<file path="config.mk">
export PLATFORM = sky130hd
export DESIGN_NAME = prime_range_scanner
export DESIGN_NICKNAME = d
export VERILOG_FILES = /design/src/rtl/prime_range_scanner.sv
export SDC_FILE = /design/constraint.sdc
export NUM_CORES = 1
export LEC_CHECK = 0
export ABC_AREA = 1
export BUFFER_PORTS_ARGS = -buffer_cell sky130_fd_sc_hd__clkbuf_2
export CAP_MARGIN = 10
export CORE_MARGIN = 5
export CORE_UTILIZATION = 55
export CTS_CLUSTER_SIZE = 28
export DETAILED_ROUTE_END_ITERATION = 10
export GPL_TIMING_DRIVEN = 0
export HOLD_SLACK_MARGIN = 0.1
export PLACE_DENSITY = 0.73
export SETUP_SLACK_MARGIN = 0.02
export SYNTH_ARGS = -nofsm -noshare
export SYNTH_HDL_FRONTEND = slang
export SYNTH_SLANG_ARGS = --single-unit
export TNS_END_PERCENT = 50
</file>
<file path="constraint.sdc">
create_clock -name clk -period 23.6 [get_ports clk]
set_clock_uncertainty 0.1 [all_clocks]
set_input_delay 1.18 -clock clk [delete_from_list [all_inputs] [get_ports clk]]
set_output_delay 1.18 -clock clk [all_outputs]
set_load 0.005 [all_outputs]
</file>
<file path="src/rtl/prime_range_scanner.sv">
// Iterative prime enumerator: scans [lo, hi] by trial division, one divisor
// per cycle, and streams each prime found over a valid/ready handshake.
module prime_range_scanner #(
  parameter int unsigned N = 8
) (
  input  logic         clk,
  input  logic         rst,
  input  logic         start,
  input  logic [N-1:0] lo,
  input  logic [N-1:0] hi,
  output logic         busy,
  output logic         done,
  output logic         p_valid,
  input  logic         p_ready,
  output logic [N-1:0] p_data,
  output logic [N-1:0] count
);

  localparam int unsigned W2 = 2 * N;

  typedef enum logic [2:0] {IDLE, TEST, EMIT, NEXT, DONE} state_t;

  state_t         state, state_nx;
  logic [N-1:0]   cand, cand_nx;
  logic [N-1:0]   d, d_nx;
  logic [N-1:0]   hi_q, hi_nx;
  logic [N-1:0]   count_nx;
  logic [N-1:0]   p_data_nx;
  logic [W2-1:0]  d_sq;
  logic           divides;

  // Square is formed at double width so d*d > cand never overflows.
  assign d_sq    = W2'(d) * W2'(d);
  assign divides = (cand % d) == '0;

  // Next-state and datapath updates.
  always_comb begin
    state_nx  = state;
    cand_nx   = cand;
    d_nx      = d;
    hi_nx     = hi_q;
    count_nx  = count;
    p_data_nx = p_data;
    case (state)
      IDLE: begin
        if (start) begin
          hi_nx    = hi;
          cand_nx  = lo;
          d_nx     = N'(2);
          count_nx = '0;
          state_nx = (hi < lo) ? DONE : TEST;
        end
      end
      TEST: begin
        if (cand < N'(2)) begin
          state_nx = NEXT;
        end else if (d_sq > W2'(cand)) begin
          state_nx  = EMIT;
          p_data_nx = cand;
        end else if (divides) begin
          state_nx = NEXT;
        end else begin
          d_nx = d + N'(1);
        end
      end
      EMIT: begin
        if (p_ready) begin
          count_nx = count + N'(1);
          state_nx = NEXT;
        end
      end
      NEXT: begin
        // Compare before incrementing so hi = 2^N-1 ends without wrapping.
        if (cand == hi_q) begin
          state_nx = DONE;
        end else begin
          cand_nx  = cand + N'(1);
          d_nx     = N'(2);
          state_nx = TEST;
        end
      end
      DONE:    state_nx = IDLE;
      default: state_nx = IDLE;
    endcase
  end

  // State, datapath and registered outputs (decoded from the next state).
  always_ff @(posedge clk) begin
    if (rst) begin
      state   <= IDLE;
      cand    <= '0;
      d       <= N'(2);
      hi_q    <= '0;
      count   <= '0;
      p_data  <= '0;
      busy    <= 1'b0;
      done    <= 1'b0;
      p_valid <= 1'b0;
    end else begin
      state   <= state_nx;
      cand    <= cand_nx;
      d       <= d_nx;
      hi_q    <= hi_nx;
      count   <= count_nx;
      p_data  <= p_data_nx;
      busy    <= state_nx != IDLE;
      done    <= state_nx == DONE;
      p_valid <= state_nx == EMIT;
    end
  end

endmodule

</file>
# [Word level (Yosys, flattened, before mapping)]
# Cells that the tools add are included.
[totals] reg_bits=46 inputBits=20 out_inout_bits=19 wordCells=61
[classes] addsub=3 n_mul=1 div=1 n_lt_le_gt_ge=3 n_eq_ne=12 n_mux=20 bitwise=1 n_reduce_logical=11
[op_table] operator="two-way mux 8 bit" n=9
[op_table] operator="one-hot mux 8 bit (2 select lines)" n=2
[op_table] operator="adder 8 x 1 -> 8 bit, second input constant" n=3
[op_table] operator="one-hot mux 8 bit (3 select lines)" n=1
[op_table] operator="two-way mux 3 bit" n=7
[op_table] operator="greater-than comparator 16 x 8 -> 1 bit" n=1
[op_table] operator="multiplier 8 x 8 -> 16 bit" n=1
[op_table] operator="inequality test 2 bit, second input constant" n=6
[op_table] operator="one-hot mux 3 bit (4 select lines)" n=1
[op_table] operator="equality test 3 x 2 -> 1 bit, second input constant" n=3
[op_table] operator="AND reduction 3 bit" n=3
[op_table] operator="equality test 8 bit" n=1
[op_table] operator="logical NOT 8 bit" n=1
[op_table] operator="less-than comparator 8 x 2 -> 1 bit, second input constant" n=1
[op_table] operator="less-than comparator 8 bit" n=1
[op_table] operator="modulo 8 x 8 -> 8 bit" n=1
[op_table] operator="AND reduction 6 bit" n=1
[op_table] operator="nonzero test 3 bit" n=2
[op_table] operator="nonzero test 2 bit" n=2
[op_table] operator="equality test 3 x 1 -> 1 bit, second input constant" n=1
[op_table] operator="equality test 3 bit, second input constant" n=1
[op_table] operator="logical NOT 3 bit" n=1
[op_table] operator="AND reduction 2 bit" n=1
[op_table] operator="inverter 1 bit" n=1

# [Depth between registers and ports, before layout]
# Gate-level depths: netlist of run 1.
[logic_depth] word_depth=7 depth_mapped=73 mapped_depth_nobuf=73

# [Worst setup path after synthesis of run 1]
# No wires, ideal clock.
[synth_timing] path_type="reg2reg" start="reg d[0]" end="reg d[5]" setup_ns=0.069 t_arrival_ns=9.271 required_time_ns=23.431 setup_slack_ns=14.159 stages_incl_launch_ff=68 n_path_buf=0 synth_period_minus_slack_ns=9.441 cell_sequence="dfxtp_1 inv_1 ha_1 o21ai_0 o21bai_1 nand2_1 inv_1 ha_1 o21ai_0 nand2_1 nand2_1 nand2_1 and2_1 ha_1 nand2_1 nand3_1 nand2_1 nand2_1 [... 32 more ...] o21ai_2 inv_1 fa_1 o21ai_0 a21oi_1 o21ai_0 nand2_1 nand2_1 nand2_1 nor2_1 nand3_1 nand2_1 nand2_1 inv_2 nand3_4 nand3_4 nand2_2 a21oi_2"
[synth_via] elab_chain_cells=5 elab_cells_between_ends=12 classes_between="add/sub: 1; mul: 1; div: 1; order compare: 1; eq/ne: 2; mux: 4; reduce/logical: 2"
[synth_lines] item="start: declaration" line="25" text="logic [N-1:0] d, d_nx;"
[synth_lines] item="start signal: assignment" line="102" text="d <= d_nx;"
[synth_lines] item="branches (longest 5 deep; another with modulo 8 x 8 -> 8 bit)"
# Several ways; the timed one is not identified. The select of a mux whose other input is x is not followed.
# A chain may end at the register's enable or synchronous reset.

# [Worst setup path in the final report of run 1]
[layout_timing] start="reg d[0]" end="reg d[2]"
# Same word-level chain as after synthesis.

==> results summary, run 1 <==
The wire length reported by the detailed router came out at 14.8 mm. By startpoint and endpoint, the worst setup path is classified as reg2reg. The first-pass GRT wire length is 24.6 mm.

The fraction of post-synthesis cell area in the top cell type by area is 17.7%. The final design utilization is 61.4%. Timing would allow up to 0.0887 GHz. The first detailed-routing pass took 5 iterations.

The die covers 13600 sq um. Measured in cells, the most critical reg-to-reg path has a length of 67. Subtracting the final worst setup slack from the clock period gives 11.28 ns. Setup repair after global routing left no endpoint under its margin.

The number of antenna violations at the first check in global routing came to 0. Summing all flip-flop and latch instances after layout gives 921 sq um. The max-slew violation count came out at 0. The max-capacitance violation count came out at 0.

The share of cells above drive strength 1 came out at 10.4%. The final layout contains 1090 nets. The async set-reset flop share out of synthesis is 0%. The number of global-route vias before repair came out at 5263.

The area growth from synthesis to layout is 8.25%. The arrival time reported for the critical path endpoint came out at 11.40 ns. The number of warnings printed during yosys synthesis is 0. A synthesized cell averages 6.84 sq um. The count of instances resized after the clock tree is built is 0. The dominant cell type by count on the critical path is sky130_fd_sc_hd__nand2_1. The ratio of routed vias to standard cells is 5.29. Of the available clock period, the critical path in the final layout requires 47.8%. The cell count after synthesis is 911. Counting flops with a built-in enable in the synthesized netlist gives 0. Clock tree synthesis selected as its root buffer the cell sky130_fd_sc_hd__clkbuf_16. The largest net degree at the start of global routing is 17. The biggest area contributor in the post-synthesis netlist is sky130_fd_sc_hd__ha_1. The number of buffers and inverters on the critical path is 8. The total via count in the routed design came out at 5807. Sorting the synthesized cells by how often they occur yields sky130_fd_sc_hd__nand2_1, sky130_fd_sc_hd__inv_1, sky130_fd_sc_hd__ha_1, sky130_fd_sc_hd__nor2_1, sky130_fd_sc_hd__nand3_1. The number of cells on the critical path is 67. The global placement routability congestion is 0.905.

The net count of the mapped netlist is 1045. The cell with the biggest individual delay on the critical path is sky130_fd_sc_hd__dfxtp_1. The core box area came out at 11000 sq um. The effective utilization at floorplan came out at 56.8%. Synthesis inferred 46 register bits. TritonCTS built the clock tree.

The chip height is 116 um. The total routing usage reported by global routing is 22.1%. The stage delay of the slowest cell on the critical path came out at 0.65 ns. The number of failing hold endpoints at the final stage is 0.

The wire length per cell is 13.5 um. The insertion delay to the later sink of the worst-skew pair came out at 0.29 ns. By area the synthesized netlist is led by sky130_fd_sc_hd__ha_1, sky130_fd_sc_hd__dfxtp_1, sky130_fd_sc_hd__nand2_1. The cell row count is 38.

The number of buffers on the longest clock path came out at 2. The horizontal die dimension is 116 um. The number of distinct library cells after synthesis came out at 48. The number of buffers inserted by post-CTS setup repair came out at 0. The number of buffers created by CTS came out at 5.

The most common cell in the synthesized netlist is sky130_fd_sc_hd__nand2_1. The total of hold buffers inserted after clock tree synthesis came out at 0. The main flop type after synthesis is sky130_fd_sc_hd__dfxtp_1. The number of DRC violations after detailed routing is 0. The number of I/O pins is 39.

The H-tree was split into 2 levels. 0 antenna diodes ended up in the layout. The number of buffers added on ports came out at 38. Across all hold checks on the routed design, the worst slack comes to 0.381 ns. The path type of the worst min-delay path is reg2reg.

In this run the tightest slew margin relative to its limit is 31.6%. The number of antenna-violating nets in the routed design came out at 0. The clock sink count is 46. STA classifies the critical path startpoint as a register. The count of cells along the worst hold path is 2. The cell area that synthesis handed to floorplanning was 6230 sq um. The worst setup path is captured at a register. The initial detailed-routing violation count is 401.

The clock-pin slew reported for the worst setup and hold paths after clock tree synthesis came out at 0.07 ns. The kind of cell with the highest combined delay along the critical path is simple AND/OR/NAND/NOR gates. The footprint of the multi-input gates came out at 4630 sq um. The worst path required time came out at 23.72 ns. The total overflow left after global routing is 0.

The HPWL after detailed placement is 12.3 mm. The sequential element share of the synthesized area is 14.8%. The count of endpoints failing setup in the final report came out at 0. The flow ran to the end, and the final reports show no timing, DRC or antenna violations.

The number of fill cells came out at 1056. Adding up every negative setup slack in the final design gives 0 ns. The maximum fanout along the worst path is 13. The slew at the pin closest to its max-slew limit came out at 1.02 ns.
## layer usage
layer,part of all wire (%),track usage [%]
met5,0,0
met4,1.1,3.79
met3,4.2,2.28
met2,44,34.7
met1,51,33.3
## cell families after synthesis
| family | Yosys count | synth area share [%] |
|---|---|---|
| xor+xnor | 49 | 6.88 |
| buf+inv | 178 | 11.0 |
| compound gates | 126 | 11.9 |
| fa+ha+maj | 114 | 26.0 |
| simple gates | 398 | 29.4 |
| flops | 46 | 14.8 |
## path summary, 6_finish.rpt
kind / startpoint / to / slack [ns]
worst max-delay path: d[0]$_SDFFE_PP0P_ / d[2]$_SDFFE_PP0P_ / 12.32
worst min-delay path: p_data[6]$_SDFFE_PP0P_ / p_data[6]$_SDFFE_PP0P_ / 0.38
worst max register to register: d[0]$_SDFFE_PP0P_ / d[2]$_SDFFE_PP0P_ / 12.32
worst min register to register: p_data[6]$_SDFFE_PP0P_ / p_data[6]$_SDFFE_PP0P_ / 0.38
## area by class of cell
class	instances	area share, %
buffer	21	1.43
clock buffer	5	1.85
clock inverter	3	0.352
inverter	157	8.73
multi-input combinational	687	68.6
sequential	46	13.6
tap	140	2.60
timing repair buffer	38	2.82
## flip-flops by register name (all words and copies together) (netlist names)
register	flops
cand	8
count	8
d	8
hi_q	8
p_data	8
state	3
busy	1
done	1
p_valid	1
## worst min-delay path, cell delays in order, from the launching register on
cell and delay, ns:
sky130_fd_sc_hd__dfxtp_1 0.32, sky130_fd_sc_hd__nand2_1 0.06, sky130_fd_sc_hd__a21oi_1 0.05
## cell usage in the layout, fill, tap and decap left out, drive strengths merged, types with 2 or more instances in the layout
cell      instances
buf               8
nor2             79
fa               26
o211ai            4
ha               88
xor2             26
nor3b             4
o21ai            40
xnor2            23
a21oi            57
nand4            20
or2               4
nor4              2
clkinv            3
inv             155
and2              6
clkinvlp          2
a311oi            4
a221oi            2
or3               3
nand3b            3
a211oi           12
and3              2
clkbuf           56
dfxtp            46
nand2           199
o21bai            2
nor3             14
nand3            62
## metrics by stage
| stage | std cells | setup slack (ns) | cell area, sq um |
|---|---|---|---|
| 3_3_place_gp | 1089 | 12.58 | 6600 |
| 6_report | 1097 | 12.32 | 6750 |
| 5_1_grt | 1097 | 11.25 | 6750 |
| 3_5_place_dp | 1089 | 12.44 | 6600 |
| 2_1_floorplan | 911 | 14.16 | 6230 |
| 4_1_cts | 1097 | 12.37 | 6750 |
Power of run 1 is not shown: default switching activity piles up to over one toggle a cycle in this logic, so the estimate is an artifact.
==> inputs of run 2 (changes only) <==
--- a/config.mk
+++ b/config.mk
@@ -5,7 +5,7 @@
 export SDC_FILE = /design/constraint.sdc
 export NUM_CORES = 1
 export LEC_CHECK = 0
-export ABC_AREA = 1
+export ABC_AREA = 0
 export BUFFER_PORTS_ARGS = -buffer_cell sky130_fd_sc_hd__clkbuf_2
 export CAP_MARGIN = 10
 export CORE_MARGIN = 5
==> constraint.sdc (replaced) <==
create_clock -name clk -period 11.15 [get_ports clk]
set_clock_uncertainty 0.1 [all_clocks]
set_input_delay 0.5575 -clock clk [delete_from_list [all_inputs] [get_ports clk]]
set_output_delay 0.5575 -clock clk [all_outputs]
set_load 0.005 [all_outputs]
==> run 2 against run 1 <==
  * The run now ends with negative setup slack left
  * Worst hold slack worse by 0.011 ns
  * Global-route usage is 6.7 points higher
  * Worst setup slack worse by 13 ns
  * Synthesized cell count is 11% lower
  * Register-to-register slack worse by 13 ns
  * Synthesized area is 1.1% higher
  * Critical path depth is 17 lower
  * Maximum frequency is 2.6% lower
  * Largest cell class unchanged
  * Highest routed layer unchanged
==> results summary, run 2 <==
The run finished, with violations left. The checks that failed: negative setup slack. STA puts the critical path data required time at 11.26 ns.

The worst hold path terminates at hi_q[4]$_SDFFE_PP0P_. The clock-pin slew reported for the worst setup and hold paths after clock tree synthesis is 0.07 ns. The ratio of routed vias to standard cells is 6.44. The area of the mapped netlist is 6300 sq um. Setup repair after global routing could not meet its margin everywhere. The total routing usage reported by global routing is 28.8%. The floorplan has 39 rows. The detailed-routing iteration count for the pre-antenna-repair pass came out at 6. The congestion estimate from routability-driven global placement came to 0.908. The worst reg-to-reg setup slack came out at -0.43 ns.

The number of failing hold endpoints at the final stage is 0. The post-layout instance count excluding filler cells came out at 1055. The largest net degree at the start of global routing came out at 16.

The stage delay of the slowest cell on the critical path is 0.56 ns. The clock passes through at most 2 buffers. The netlist uses 70 different library cells. Yosys instantiated no cell more often than sky130_fd_sc_hd__ha_1.

In the synthesized netlist the async set-or-reset flop fraction comes to 0%. The cell count after synthesis is 813. The total number of nets in the final design came out at 1045.

The register bit count reported by yosys is 46. Once detail routing completed, the nets flagged for antenna violations numbered 0. The number of antenna violations at the first check in global routing came out at 0. The final period utilization is 104%. The category of the most critical setup path is reg2reg. The fraction of post-synthesis cell area in the top cell type by area is 17.5%. The area growth from synthesis to layout is 27.6%. Prior to clock tree synthesis, the placed netlist has a worst setup slack of -1.31 ns.

The smallest setup slack after layout is -0.432 ns. Yosys printed 0 warnings. The cell with the biggest individual delay on the critical path is sky130_fd_sc_hd__or4_4. The core box area is 11300 sq um. At the later pin of the worst-skew pair, clock insertion delay measures 0.29 ns. The number of DRC violations after detailed routing came out at 0.

Global routing finished with a remaining overflow of 0. The number of levels in the clock H-tree is 2. The wire length per cell came out at 19.5 um. The mean post-synth cell area came out at 7.75 sq um. The count of cells along the worst hold path is 2.

The floorplan step set the die width to 117 um. STA classifies the critical path startpoint as a register. The worst slew margin relative to its limit came out at 24.7%.

The effective utilization at floorplan is 55.7%. The total via count in the routed design came out at 6796. Setup violations remaining at the end of the flow were counted as 11. In the layout the commonest cells are sky130_fd_sc_hd__nor2_1, sky130_fd_sc_hd__ha_1, sky130_fd_sc_hd__inv_1, sky130_fd_sc_hd__nand2_1, sky130_fd_sc_hd__buf_4. The arrival time reported for the critical path endpoint is 11.69 ns. STA classifies the critical path endpoint as a register. The min-delay analysis places its worst path in the category reg2reg. Buffers placed on the I/O ports in this run total 38. The commonest non-fill, non-tap cell in the layout is sky130_fd_sc_hd__nor2_1.

The reg-to-reg critical path startpoint is d[5]$_SDFFE_PP0P_. The wire length reported by the detailed router is 20.6 mm. The smallest clock period supported by the final layout is computed as 11.58 ns.

Ranked by instance count, the synthesized netlist is headed by sky130_fd_sc_hd__ha_1, sky130_fd_sc_hd__nor2_1, sky130_fd_sc_hd__inv_1, sky130_fd_sc_hd__nand2_1. The initial detailed-routing violation count is 488. The floorplan step defined a die boundary enclosing 13700 sq um. For this run, the leading register cell type out of synthesis is sky130_fd_sc_hd__dfxtp_1. After clock tree synthesis, the flow added hold-fix buffers numbering 0. TritonCTS built the clock tree. The number of buffers created by CTS is 5.

For the pin with the worst max-slew slack, the measured transition is 1.12 ns. Based on the critical path, the design can be clocked at up to 0.0863 GHz. Including well taps, the total number of placed cells is 994. The number of cells on the worst reg-to-reg path came out at 50. The worst register-to-register path ends at d[2]$_SDFFE_PP0P_. Yosys attributes the largest share of cell area to sky130_fd_sc_hd__ha_1, sky130_fd_sc_hd__dfxtp_1, sky130_fd_sc_hd__fa_1. The antenna diode instance count is 0.

The sequential element share of the synthesized area is 14.6%. CTS placed an instance of sky130_fd_sc_hd__clkbuf_16 at the clock tree root. The number of fill cells is 879.

The startpoint identified for the worst hold timing path is hi_q[4]$_SDFFE_PP0P_. In the final layout, the share of cells above drive strength 1 is 22.7%. The clock sink count came out at 46. The maximum fanout along the worst path is 6. The number of enable-type register cells in the synthesized netlist came out at 0.

The largest total area in the synthesized netlist belongs to sky130_fd_sc_hd__ha_1. The number of global-route vias before repair was 6579. The max-capacitance violation count came out at 0. Detailed placement ended at an HPWL of 14.0 mm. The first-pass GRT wire length came out at 31.7 mm. The chip height came out at 117 um. The net count of the mapped netlist came out at 947. The number of I/O pins is 39. The max-slew violation count is 0.
run 2: cell types whose count changed after synthesis, sizes merged, moves of 10 or more:
cell,delta
nand2,-138
inv,-84
nand3,-34
o21a,+19
a21oi,-11
clkbuf,+11
a21o,+10
mux2i,+10
nand2b,+10
nor3,+10
run 2: metrics by stage:
stage | TNS (ns) | hold WS, ns | instance area (sq um) | util [%]
after floorplan | 0 | 0.348 | 6380 | -
after global placement | -10.08 | 0.355 | 6750 | 59.6
after global routing | -7.06 | 0.387 | 8050 | 71.1
final | -3.37 | 0.370 | 8050 | 71.1
after detailed placement | -13.38 | 0.363 | 6750 | 59.6
after CTS | 0 | 0.371 | 7630 | 67.4
run 2: cells by family after synthesis:
group | share of synthesized area, %
AOI/OAI and AO/OA | 25.3
adders and majority gates | 25.7
xor gates and xnor gates | 4.72
DFF | 14.6
buffers and inverters | 6.25
and+or+nand+nor | 21.2
muxes | 2.18
run 2: cell type report:
class	count	area, sq um	share of cell area (%)
multi-input combinational	665	5720	71.1
sequential	46	930	11.6
timing repair buffer	93	623	7.74
inverter	73	282	3.50
tap	143	179	2.22
clock buffer	6	139	1.73
buffer	27	111	1.38
clock inverter	2	60.1	0.746
run 2: worst max path at each step:
stage / depth (start not counted) / endpoint / from / slack, ns
floorplan: 48 / d[3]$_SDFFE_PP0P_ / d[4]$_SDFFE_PP0P_ / 0.11
global route: 50 / d[2]$_SDFFE_PP0P_ / d[5]$_SDFFE_PP0P_ / -0.73
detailed placement: 48 / d[2]$_SDFFE_PP0P_ / d[0]$_SDFFE_PP0P_ / -1.31
finish: 50 / d[2]$_SDFFE_PP0P_ / d[5]$_SDFFE_PP0P_ / -0.43
CTS: 47 / d[2]$_SDFFE_PP0P_ / d[7]$_SDFFE_PP0P_ / 0.04
global placement: 47 / d[3]$_SDFFE_PP0P_ / d[0]$_SDFFE_PP0P_ / -1.0
run 2: routing by layer:
| layer | track usage [%] | share of wire (%) | up-vias |
|---|---|---|---|
| li1 | - | - | 3157 |
| met1 | 36.0 | 41 | 3245 |
| met2 | 49.5 | 48 | 312 |
| met3 | 4.94 | 7.3 | 82 |
| met4 | 11.4 | 3.6 | 0 |
| met5 | 0 | 0 | - |
run 2: what timing repair did:
| action | 4_1_cts | 5_1_grt |
|---|---|---|
| pin swaps | 46 | 43 |
| buffers inserted | 38 | 17 |
| gates resized for setup | 70 | 50 |
| endpoints found under the setup margin | 11 | 11 |
run 2: critical path, delay by kind of cell (launching register included):
family | cells | cell delay [ns]
AO/OA/AOI/OAI | 28 | 5.48
buffers and inverters | 5 | 0.62
AND/OR/NAND/NOR | 10 | 3.11
flip-flops | 1 | 0.35
adder cells (fa/ha/maj) | 7 | 1.79
Power of run 2 is left out for the same reason.
